File: config.mk
export PLATFORM = sky130hd
export DESIGN_NAME = mast_datapath
export DESIGN_NICKNAME = d
export VERILOG_FILES = /design/src/rtl/mast_dp_pkg.sv /design/src/rtl/mast_piso8.sv /design/src/rtl/mast_datapath.sv
export SDC_FILE = /design/constraint.sdc
export NUM_CORES = 1
export LEC_CHECK = 0
export ABC_AREA = 1
export ABC_CLOCK_PERIOD_IN_PS = 2400
export BUFFER_PORTS_ARGS = -buffer_cell sky130_fd_sc_hd__buf_2
export CAP_MARGIN = 30
export CORE_UTILIZATION = 50
export DETAILED_ROUTE_END_ITERATION = 10
export GPL_TIMING_DRIVEN = 0
export PLACE_DENSITY = 0.74
export SLEW_MARGIN = 20
export SYNTH_ARGS = -nofsm -noshare
export SYNTH_HDL_FRONTEND = slang
export SYNTH_SLANG_ARGS = --single-unit
File: constraint.sdc
create_clock -name master_scl_sixt -period 2.4 [get_ports master_scl_sixt]
set_input_delay 0.36 -clock master_scl_sixt [delete_from_list [all_inputs] [get_ports master_scl_sixt]]
set_output_delay 0.36 -clock master_scl_sixt [all_outputs]
set_load 0.005 [all_outputs]
File: src/rtl/mast_dp_pkg.sv
// Shared encodings and widths for the master-side I2C datapath.
package mast_dp_pkg;

  localparam int BYTE_W   = 8;
  localparam int BITCNT_W = 4;

  localparam logic [BITCNT_W-1:0] CNT_FULL = 4'd8;

  typedef enum logic [1:0] {
    MUX_START = 2'b00,
    MUX_ADD   = 2'b01,
    MUX_DATA  = 2'b10,
    MUX_ACK   = 2'b11
  } mux_sel_e;

endpackage

File: src/rtl/mast_piso8.sv
// 8-bit load/shift register with saturating bit counter and done pulse.
// Updates on the falling edge of the bit-period clock.
module mast_piso8
  import mast_dp_pkg::*;
(
  input  logic              clk,
  input  logic              rst,
  input  logic              load,
  input  logic              shift,
  input  logic [BYTE_W-1:0] load_val,
  output logic              msb,
  output logic              full,
  output logic              done
);

  logic [BYTE_W-1:0]   sr;
  logic [BITCNT_W-1:0] cnt;

  always_ff @(negedge clk or posedge rst) begin
    if (rst) begin
      sr   <= '0;
      cnt  <= '0;
      done <= 1'b0;
    end else begin
      done <= 1'b0;
      if (load) begin
        sr  <= load_val;
        cnt <= '0;
      end else if (shift && (cnt < CNT_FULL)) begin
        sr   <= {sr[BYTE_W-2:0], 1'b0};
        cnt  <= cnt + 1'b1;
        done <= (cnt == CNT_FULL - 1'b1);
      end
    end
  end

  assign msb  = sr[BYTE_W-1];
  assign full = (cnt == CNT_FULL);

endmodule

File: src/rtl/mast_datapath.sv
// Master I2C datapath: address/data serialisers, receive SIPO, SDA mux and ACK sampler.
// Optional sticky overrun checker enabled by defining MAST_DP_BITCHK_EN.
module mast_datapath
  import mast_dp_pkg::*;
#(
  parameter int BYTE_W = 8
) (
  input  logic              master_scl_sixt,
  input  logic              master_rst,
  input  logic [6:0]        master_addr,
  input  logic              master_rd_wr,
  input  logic [BYTE_W-1:0] master_tx_data,
  input  logic              master_load_add,
  input  logic              master_shift_add,
  input  logic              master_load_data,
  input  logic              master_shift_data,
  input  logic [1:0]        master_mux_sel,
  input  logic              master_tri_en,
  input  logic              master_demux_sel,
  input  logic              master_shift_d_slave,
  input  logic              master_ack_sel,
  input  logic              sda_in,
  output logic              sda_out,
  output logic              sda_oe,
  output logic              master_ack,
  output logic [BYTE_W-1:0] rx_data,
  output logic              rx_valid,
  output logic              tx_done,
  output logic              dp_err
);

  logic       add_msb, add_full, add_done;
  logic       data_msb, data_full, data_done;
  logic       rx_en;
  logic [BYTE_W-1:0] rx_sr;
  logic [2:0] rx_cnt;

  mast_piso8 u_add (
    .clk      (master_scl_sixt),
    .rst      (master_rst),
    .load     (master_load_add),
    .shift    (master_shift_add),
    .load_val ({master_addr, master_rd_wr}),
    .msb      (add_msb),
    .full     (add_full),
    .done     (add_done)
  );

  mast_piso8 u_data (
    .clk      (master_scl_sixt),
    .rst      (master_rst),
    .load     (master_load_data),
    .shift    (master_shift_data),
    .load_val (master_tx_data),
    .msb      (data_msb),
    .full     (data_full),
    .done     (data_done)
  );

  assign tx_done = add_done | data_done;
  assign sda_oe  = ~master_tri_en;
  assign rx_en   = master_demux_sel & master_shift_d_slave;

  always_comb begin
    sda_out = 1'b0;
    case (mux_sel_e'(master_mux_sel))
      MUX_START: sda_out = 1'b0;
      MUX_ADD:   sda_out = add_msb;
      MUX_DATA:  sda_out = data_msb;
      MUX_ACK:   sda_out = ~master_ack_sel;
      default:   sda_out = 1'b0;
    endcase
  end

  // Dropping either receive enable discards the partial byte.
  always_ff @(negedge master_scl_sixt or posedge master_rst) begin
    if (master_rst) begin
      rx_sr    <= '0;
      rx_cnt   <= '0;
      rx_data  <= '0;
      rx_valid <= 1'b0;
    end else begin
      rx_valid <= 1'b0;
      if (rx_en) begin
        rx_sr <= {rx_sr[BYTE_W-2:0], sda_in};
        if (rx_cnt == 3'd7) begin
          rx_data  <= {rx_sr[BYTE_W-2:0], sda_in};
          rx_valid <= 1'b1;
          rx_cnt   <= '0;
        end else begin
          rx_cnt <= rx_cnt + 1'b1;
        end
      end else begin
        rx_cnt <= '0;
      end
    end
  end

  always_ff @(negedge master_scl_sixt or posedge master_rst) begin
    if (master_rst)
      master_ack <= 1'b1;
    else if (master_tri_en && !master_shift_d_slave)
      master_ack <= sda_in;
  end

`ifdef MAST_DP_BITCHK_EN
  logic err_set;

  assign err_set = (master_shift_add  & add_full)
                 | (master_shift_data & data_full)
                 | (master_load_add   & master_shift_add)
                 | (master_load_data  & master_shift_data)
                 | (rx_en & (master_shift_add | master_shift_data));

  always_ff @(negedge master_scl_sixt or posedge master_rst) begin
    if (master_rst)
      dp_err <= 1'b0;
    else if (err_set)
      dp_err <= 1'b1;
  end
`else
  logic unused_full;
  assign unused_full = add_full ^ data_full;
  assign dp_err      = 1'b0;
`endif

endmodule

# Word level (Yosys, flattened, before mapping)
# Cells that the tools add are included.
[word_totals]
regBits = 46
input_bits = 29
output_inout_bits = 14
elab_cells = 51
[classes]
n_addsub = 3
order_cmp = 2
n_eq_ne = 6
muxes = 17
n_bitwise = 4
n_reduce_logical = 8
[op_table]
columns = ["op", "count"]
rows = [
  ["2-to-1 mux 8 bit", 4],
  ["2-to-1 mux 4 bit", 4],
  ["adder 4 x 1 -> 4 bit (second input constant)", 2],
  ["== test 4 x 3 -> 1 bit (second input constant)", 2],
  ["< comparator 4 bit (second input constant)", 2],
  ["2-to-1 mux 1 bit", 6],
  ["2-to-1 mux 3 bit", 2],
  ["== test 2 bit (second input constant)", 2],
  ["one-hot mux 1 bit (4 select lines)", 1],
  ["nonzero test 2 bit", 2],
  ["adder 3 x 1 -> 3 bit (second input constant)", 1],
  ["== test 3 bit (second input constant)", 1],
  ["logical AND 1 bit", 3],
  ["== test 2 x 1 -> 1 bit (second input constant)", 1],
  ["logical NOT 2 bit", 1],
  ["NOT 1 bit", 2],
  ["AND reduction 2 bit", 1],
  ["AND 1 bit", 1],
  ["logical NOT 1 bit", 1],
  ["bitwise OR 1 bit", 1],
]

# Longest topological paths before layout
# Gate-level depths: netlist (run 1).
[depth]
depth_word = 4
depth_mapped = 6
depth_no_buf = 6

# By module
# A second synthesis (run 1) with hierarchy kept.
[hier_totals]
cells_unflattened = 270
hier_area_um2 = 2274.7
[modules_own_cells]
columns = ["module", "n_inst", "cells_per_inst", "area_each_um2", "seq_area_each_um2"]
rows = [
  ["mast_piso8", 2, 86, 673.1, 325.3],
  ["mast_datapath", 1, 98, 928.4, 501.7],
]

==> metrics, run 1 <==
Synth Area in Simple Gates=0.2775; die area=4475 um2; Power Internal=1.158 mW; vias in the first global route=1,438; Clk pwr share=0.312; Final Hold Violating Endpoints=0; Final nets=327; main combinational cell family by area after synthesis=simple AND/OR/NAND/NOR gates; fraction of layout cells with a size suffix above 1=0.2949; Via Count=1,684; Switching Fraction=0.2540; post-synthesis cell area=2106 um2; WHS Endpoint=rx_data[4]$_DFFE_NP0P_; initial antenna violation count=0; largest net degree at the start of global routing=30; Num CTS Buffers=5; Sequential Power Share=0.562; switching pwr=0.3942 mW; # IOs=43; placed insts=332; WP data required=2040 ps; relative slew slack=0.5714; die height=66.90 um; mean number of vias per cell=4.881; crit path launch type=register; Layout area overhead=20.74%; Core Region=4029 um2; Buffers on Ports=41; DPL Wire Length=2761 um; CP Depth=2; CP top delay family=flip-flops; first-pass GRT wire length=6361 um; Power Density=610.6 nW/um2; setup TNS=-381.8 ps; crit-path max FO=1; Tot GR Track Use=0.1917; Mapped Nets=273; largest buffer count on any clock path=2; row count=23; Lkg Pwr=1.359 nW; Post-Syn Instances=240; mux share of post-synthesis cell area=0; drt pass-1 iters=4; FF-to-FF setup slack=880 ps; hold path startpoint=rx_data[4]$_DFFE_NP0P_; Worst Hold Depth=2; Crit Path Category=reg2out; register area share after synthesis=0.5472; Unique masters post-synth=25; Post-CTS Hold Buffers=0; Power Total=1.552 mW; htree depth=2; combinational group share of total power=0.126; clk_lat worst skew=300 ps; wire per inst=10.93 um; R2R depth=6; Non-Filler Instances=345; routability congestion estimate=0.7605; measured slew at the worst slew-check pin=641.6 ps; final setup margin=-134.9 ps; # setup viols final=3; diode count=0; Starting Density=0.5227; Seq cells post-synth=46; yosys warns=0; compound-cell area share of the yosys netlist=0.07427; CTS tree=done; final WL=3772 um; status=finished, violations left; fin. max-slew vios=0; Worst R2R End=rx_data[7]$_DFFE_NP0P_; largest stage delay on the critical path=330 ps; Sink Count=46; crit-path cells=or2_4, buf_6; failing checks=negative setup slack; DRT iter0 DRCs=89; DRC viols=0; Hold Path Class=reg2reg; worst path bufs/invs=1; RSZ-0062 raised after global routing=true; worst vdd ir=0.0004279 V; clock skew=4.769 ps; Critical Path End Type=output pin; antenna violation net count after detailed routing=0; reg2reg start=rx_cnt[0]$_DFF_NP0_; Die W=66.90 um; slowest CP cell=dfrtn_1; final hold slack=424.7 ps; max cap viols=0; root buf cell=clkbuf_8; Congestion Overflow GR=0; clk slew on worst S/H paths=50 ps; XOR/XNOR share of the synthesized area=0; arrival time worst endpoint=2170 ps; syn avg cell area=8.774 um2; Synth Area in Adders=0.02377
logic make-up after synthesis:
group                    count (synthesis)
adder cells (fa/ha/maj)                  4
AND/OR/NAND/NOR                        131
other                                    1
buffers and inverters                   32
flip-flops                              46
AO/OA/AOI/OAI                           26
metrics by stage:
stage	area, um2	utilization	setup WS, ps
floorplan	2110	-	230.0
global placement	2377	0.5901	72.71
detailed placement	2405	0.5969	59.83
CTS	2520	0.6255	-140.5
global route	2542	0.6311	-201.2
finish	2542	0.6311	-134.9
tightest hold or removal path, delay by kind of cell (launching register included):
| family | cells | cell delay (ps) |
|---|---|---|
| flip-flops | 1 | 400 |
| AO/OA/AOI/OAI | 1 | 50 |
| AND/OR/NAND/NOR | 1 | 60 |
cell usage after synthesis (all sizes together):
| library cell | instances | area, um2 |
|---|---|---|
| nand2 | 80 | 312.8 |
| clkinv | 1 | 3.750 |
| or2 | 1 | 6.260 |
| nor3 | 1 | 10.01 |
| conb | 1 | 3.750 |
| inv | 22 | 82.58 |
| nor3b | 1 | 12.51 |
| ha | 4 | 50.05 |
| a21oi | 1 | 5.000 |
| nor2 | 20 | 95.09 |
| dfstp | 1 | 26.28 |
| o21ai | 25 | 151.4 |
| dfrtn | 45 | 1126 |
| nand3 | 26 | 135.1 |
| nand4 | 2 | 12.51 |
| buf | 9 | 72.57 |
how the worst max path moves through the flow:
stage / from / slack (ps) / to
final: u_data.done$_DFF_NP0_ / -130 / tx_done
after global routing: u_data.sr[7]$_DFFE_NP0P_ / -200 / sda_out
after CTS: u_add.done$_DFF_NP0_ / -140 / tx_done
after detailed placement: master_demux_sel / 60 / rx_data[7]$_DFFE_NP0P_
after global placement: master_shift_d_slave / 70 / rx_data[7]$_DFFE_NP0P_
after floorplan: u_data.sr[7]$_DFFE_NP0P_ / 230 / sda_out
layout by cell type, fill, tap and decap left out:
cell	synthesis	layout
buf_2	4	44
dfrtn_1	45	45
nand2_1	75	75
buf_16	0	1
inv_2	2	2
nor3_2	1	1
nor3b_2	1	1
buf_4	1	6
o21ai_2	7	7
buf_6	4	5
nand3_2	1	1
a21oi_1	1	1
clkinvlp_2	0	1
or2_4	0	1
clkbuf_8	0	6
nor2_4	2	2
nand2_2	5	5
clkinvlp_4	0	1
nor2_2	2	2
o21ai_1	7	8
o21ai_0	11	10
ha_1	4	4
nand4_1	2	2
conb_1	1	1
nand3_1	25	25
dfstp_2	1	1
inv_1	20	19
clkinv_1	1	1
nor2_1	16	16
clkbuf_1	0	1
layer usage:
layer / routed length, um / global-route usage
met4: 51 / 0.06383
met2: 1791 / 0.3068
met1: 1755 / 0.2462
met5: 0 / 0
met3: 174 / 0.05651
flip-flops by register name (all words and copies together) (netlist names):
signal,cells
rx_data,8
u_add.sr,8
u_data.sr,8
rx_sr,7
u_add.cnt,4
u_data.cnt,4
rx_cnt,3
master_ack,1
rx_valid,1
u_add.done,1
u_data.done,1
layout make-up:
cell class / count / area, um2
plain buffers: 9 / 72.57
clock buffers: 7 / 86.33
clock inverters: 2 / 8.758
fillers: 364 / 1486
inverters: 22 / 86.33
multi-input cells: 162 / 797.0
flip-flops and latches: 46 / 1152
well taps: 50 / 62.56
repair buffers: 47 / 276.5
power groups by stage:
stage	clock, mW	sequential (mW)	combinational [mW]
floorplan	0.00521	0.880	0.131
global placement	0.00521	0.885	0.184
detailed placement	0.00521	0.887	0.197
CTS	0.499	0.872	0.201
global route	0.531	0.880	0.228
finish	0.484	0.872	0.196
repair_timing:
action / CTS / global route
pin swaps: 3 / 1
hold endpoints to repair: 0 / 0
buffers inserted: 2 / 3
setup endpoints to repair: 5 / 10
resized for setup: 3 / 0
Note: power is estimated with default switching activity, not from simulation.
==> inputs of run 2 (changes only) <==
- ABC_CLOCK_PERIOD_IN_PS: 2400 -> 2900
- clock period: 2.4 -> 2.9 ns (I/O delays scaled with it)
==> run 2 against run 1 <==
Against the previous run:
- the flow now finishes without violations
- global-route usage shrank 0.18 points
- flip-flop and latch count is the same
- utilization shrank 1.4 points
- worst setup slack gained 180 ps
- critical path type unchanged
==> metrics, run 2 (synthesis results as in run 1) <==
arrival time worst endpoint=2420 ps (+250 ps); final hold slack=427.8 ps (+3.127 ps); RSZ-0062 raised after global routing=true; WP data required=2470 ps (+430 ps); worst vdd ir=0.0003425 V (-20%); Layout area overhead=18.00%; die height=66.90 um (unchanged); crit-path max FO=1 (unchanged); FF-to-FF setup slack=1380 ps (+500 ps); placed insts=332 (unchanged); cell area after layout=2485 um2 (-2.3%); Non-Filler Instances=341 (-1.2%); hold path startpoint=rx_sr[6]$_DFFE_NP0P_; clk_lat worst skew=300 ps (about the same); status=finished clean; max cap viols=0 (unchanged); initial antenna violation count=0 (unchanged); Num CTS Buffers=5 (unchanged); # setup viols final=0 (-3); Post-CTS Hold Buffers=0 (unchanged); die area=4475 um2 (unchanged); Hold Path Class=reg2reg; # IOs=43 (unchanged); Lkg Pwr=1.336 nW (-1.7%); WHS Endpoint=rx_data[7]$_DFFE_NP0P_; diode count=0 (unchanged); Final nets=323 (-1.2%); largest net degree at the start of global routing=34 (+13%); vias in the first global route=1,445 (+0.49%); Tot GR Track Use=0.1898 (-0.001829); Buffers on Ports=41 (unchanged); Power Density=503.4 nW/um2 (-18%); reg2reg start=rx_cnt[0]$_DFF_NP0_; Die W=66.90 um (unchanged); Via Count=1,634 (-3.0%); most common cell after layout, fill and taps aside=nand2_1; final setup margin=47.08 ps (+182.0 ps); Starting Density=0.5227 (unchanged); R2R depth=6 (unchanged); Core Region=4029 um2 (unchanged); crit path launch type=register; Sink Count=46 (unchanged); CTS tree=done; clk slew on worst S/H paths=50 ps (about the same); Critical Path End Type=output pin; mean number of vias per cell=4.792 (-1.8%); Congestion Overflow GR=0 (unchanged); most frequent cells in the layout=nand2_1 (75), buf_2 (45), dfrtn_1 (45); routability congestion estimate=0.7670 (+0.85%); antenna violation net count after detailed routing=0 (unchanged); DPL Wire Length=2783 um (+0.82%); worst slack at placement=231.1 ps (+171.2 ps); fraction of layout cells with a size suffix above 1=0.2818 (-0.01313); # fillers=384 (+5.5%); wire per inst=11.00 um (+0.58%); drt pass-1 iters=4 (unchanged); root buf cell=clkbuf_8; htree depth=2 (unchanged); placed cell area=2394 um2 (-0.47%); Worst R2R End=rx_data[0]$_DFFE_NP0P_; DRC viols=0 (unchanged); Crit Path Category=reg2out; final WL=3750 um (-0.58%); row count=23 (unchanged); Final Hold Violating Endpoints=0 (unchanged); DRT iter0 DRCs=84 (-5.6%); clock skew=5.441 ps (+0.6719 ps); fin. max-slew vios=0 (unchanged); Top Registers=rx_data: 8 flops, u_add.sr: 8 flops, u_data.sr: 8 flops; largest buffer count on any clock path=2 (unchanged); first-pass GRT wire length=6230 um (-2.1%); Worst Hold Depth=2 (unchanged)
## run 2: cell count changes in the layout (fill, tap and decap cells not counted)
cell	delta
clkinv_1	+1
clkinvlp_2	-1
buf_4	-4
buf_2	+1
inv_2	+1
clkinvlp_4	-1
buf_12	+1
clkinv_2	+1
clkbuf_8	-1
buf_16	-1
buf_6	-1
## run 2: repair_timing
| item | in CTS | in global routing |
|---|---|---|
| pin swaps | 0 | 2 |
| resized for setup | 2 | 0 |
| buffers inserted | 0 | 1 |
| setup endpoints to repair | 2 | 1 |
| endpoints found under the hold margin | 0 | 0 |
## run 2: how the worst max path moves through the flow
stage	start	slack, ps	cells after the start	endpoint
2_1_floorplan	master_rst	30	1	rx_cnt[0]$_DFF_NP0_
3_3_place_gp	master_rst	-580	2	rx_cnt[2]$_DFF_NP0_
3_5_place_dp	master_demux_sel	230	5	rx_data[0]$_DFFE_NP0P_
4_1_cts	u_add.sr[7]$_DFFE_NP0P_	6	3	sda_out
5_1_grt	u_add.sr[7]$_DFFE_NP0P_	-50	3	sda_out
6_report	u_data.done$_DFF_NP0_	50	2	tx_done
## run 2: worst max-delay path, cell delays in order, from the launching register on
cell and delay, ps:
dfrtn_1 320, or2_4 230, buf_2 120
## run 2: area by class of cell
class	count	area, um2	share of cell area
Buffer	9	72.57	0.02920
Inverter	22	82.58	0.03323
Tap cell	50	62.56	0.02518
Sequential cell	46	1152	0.4637
Clock buffer	6	72.57	0.02920
Timing Repair Buffer	43	232.7	0.09366
Clock inverter	3	12.51	0.005035
Multi-Input combinational cell	162	797.0	0.3207
## run 2: stage by stage
| step | TNS [ps] | total power, mW | utilization |
|---|---|---|---|
| after floorplan | 0 | 0.8408 | - |
| after global placement | -26100 | 0.8888 | 0.5891 |
| after detailed placement | 0 | 0.8993 | 0.5941 |
| after CTS | 0 | 1.270 | 0.6149 |
| after global routing | -52.69 | 1.325 | 0.6168 |
| final | 0 | 1.251 | 0.6168 |
## run 2: power breakdown
part	internal (mW)	switching (mW)
Clock	0.168	0.201
Sequential	0.698	0.0246
Combinational	0.0658	0.0938
## run 2: layer usage
layer	up-vias	global-route usage	part of all wire
met2	33	0.3119	0.48
met5	-	0	0
met3	4	0.05822	0.047
li1	855	-	-
met1	742	0.2352	0.46
met4	0	0.06383	0.010
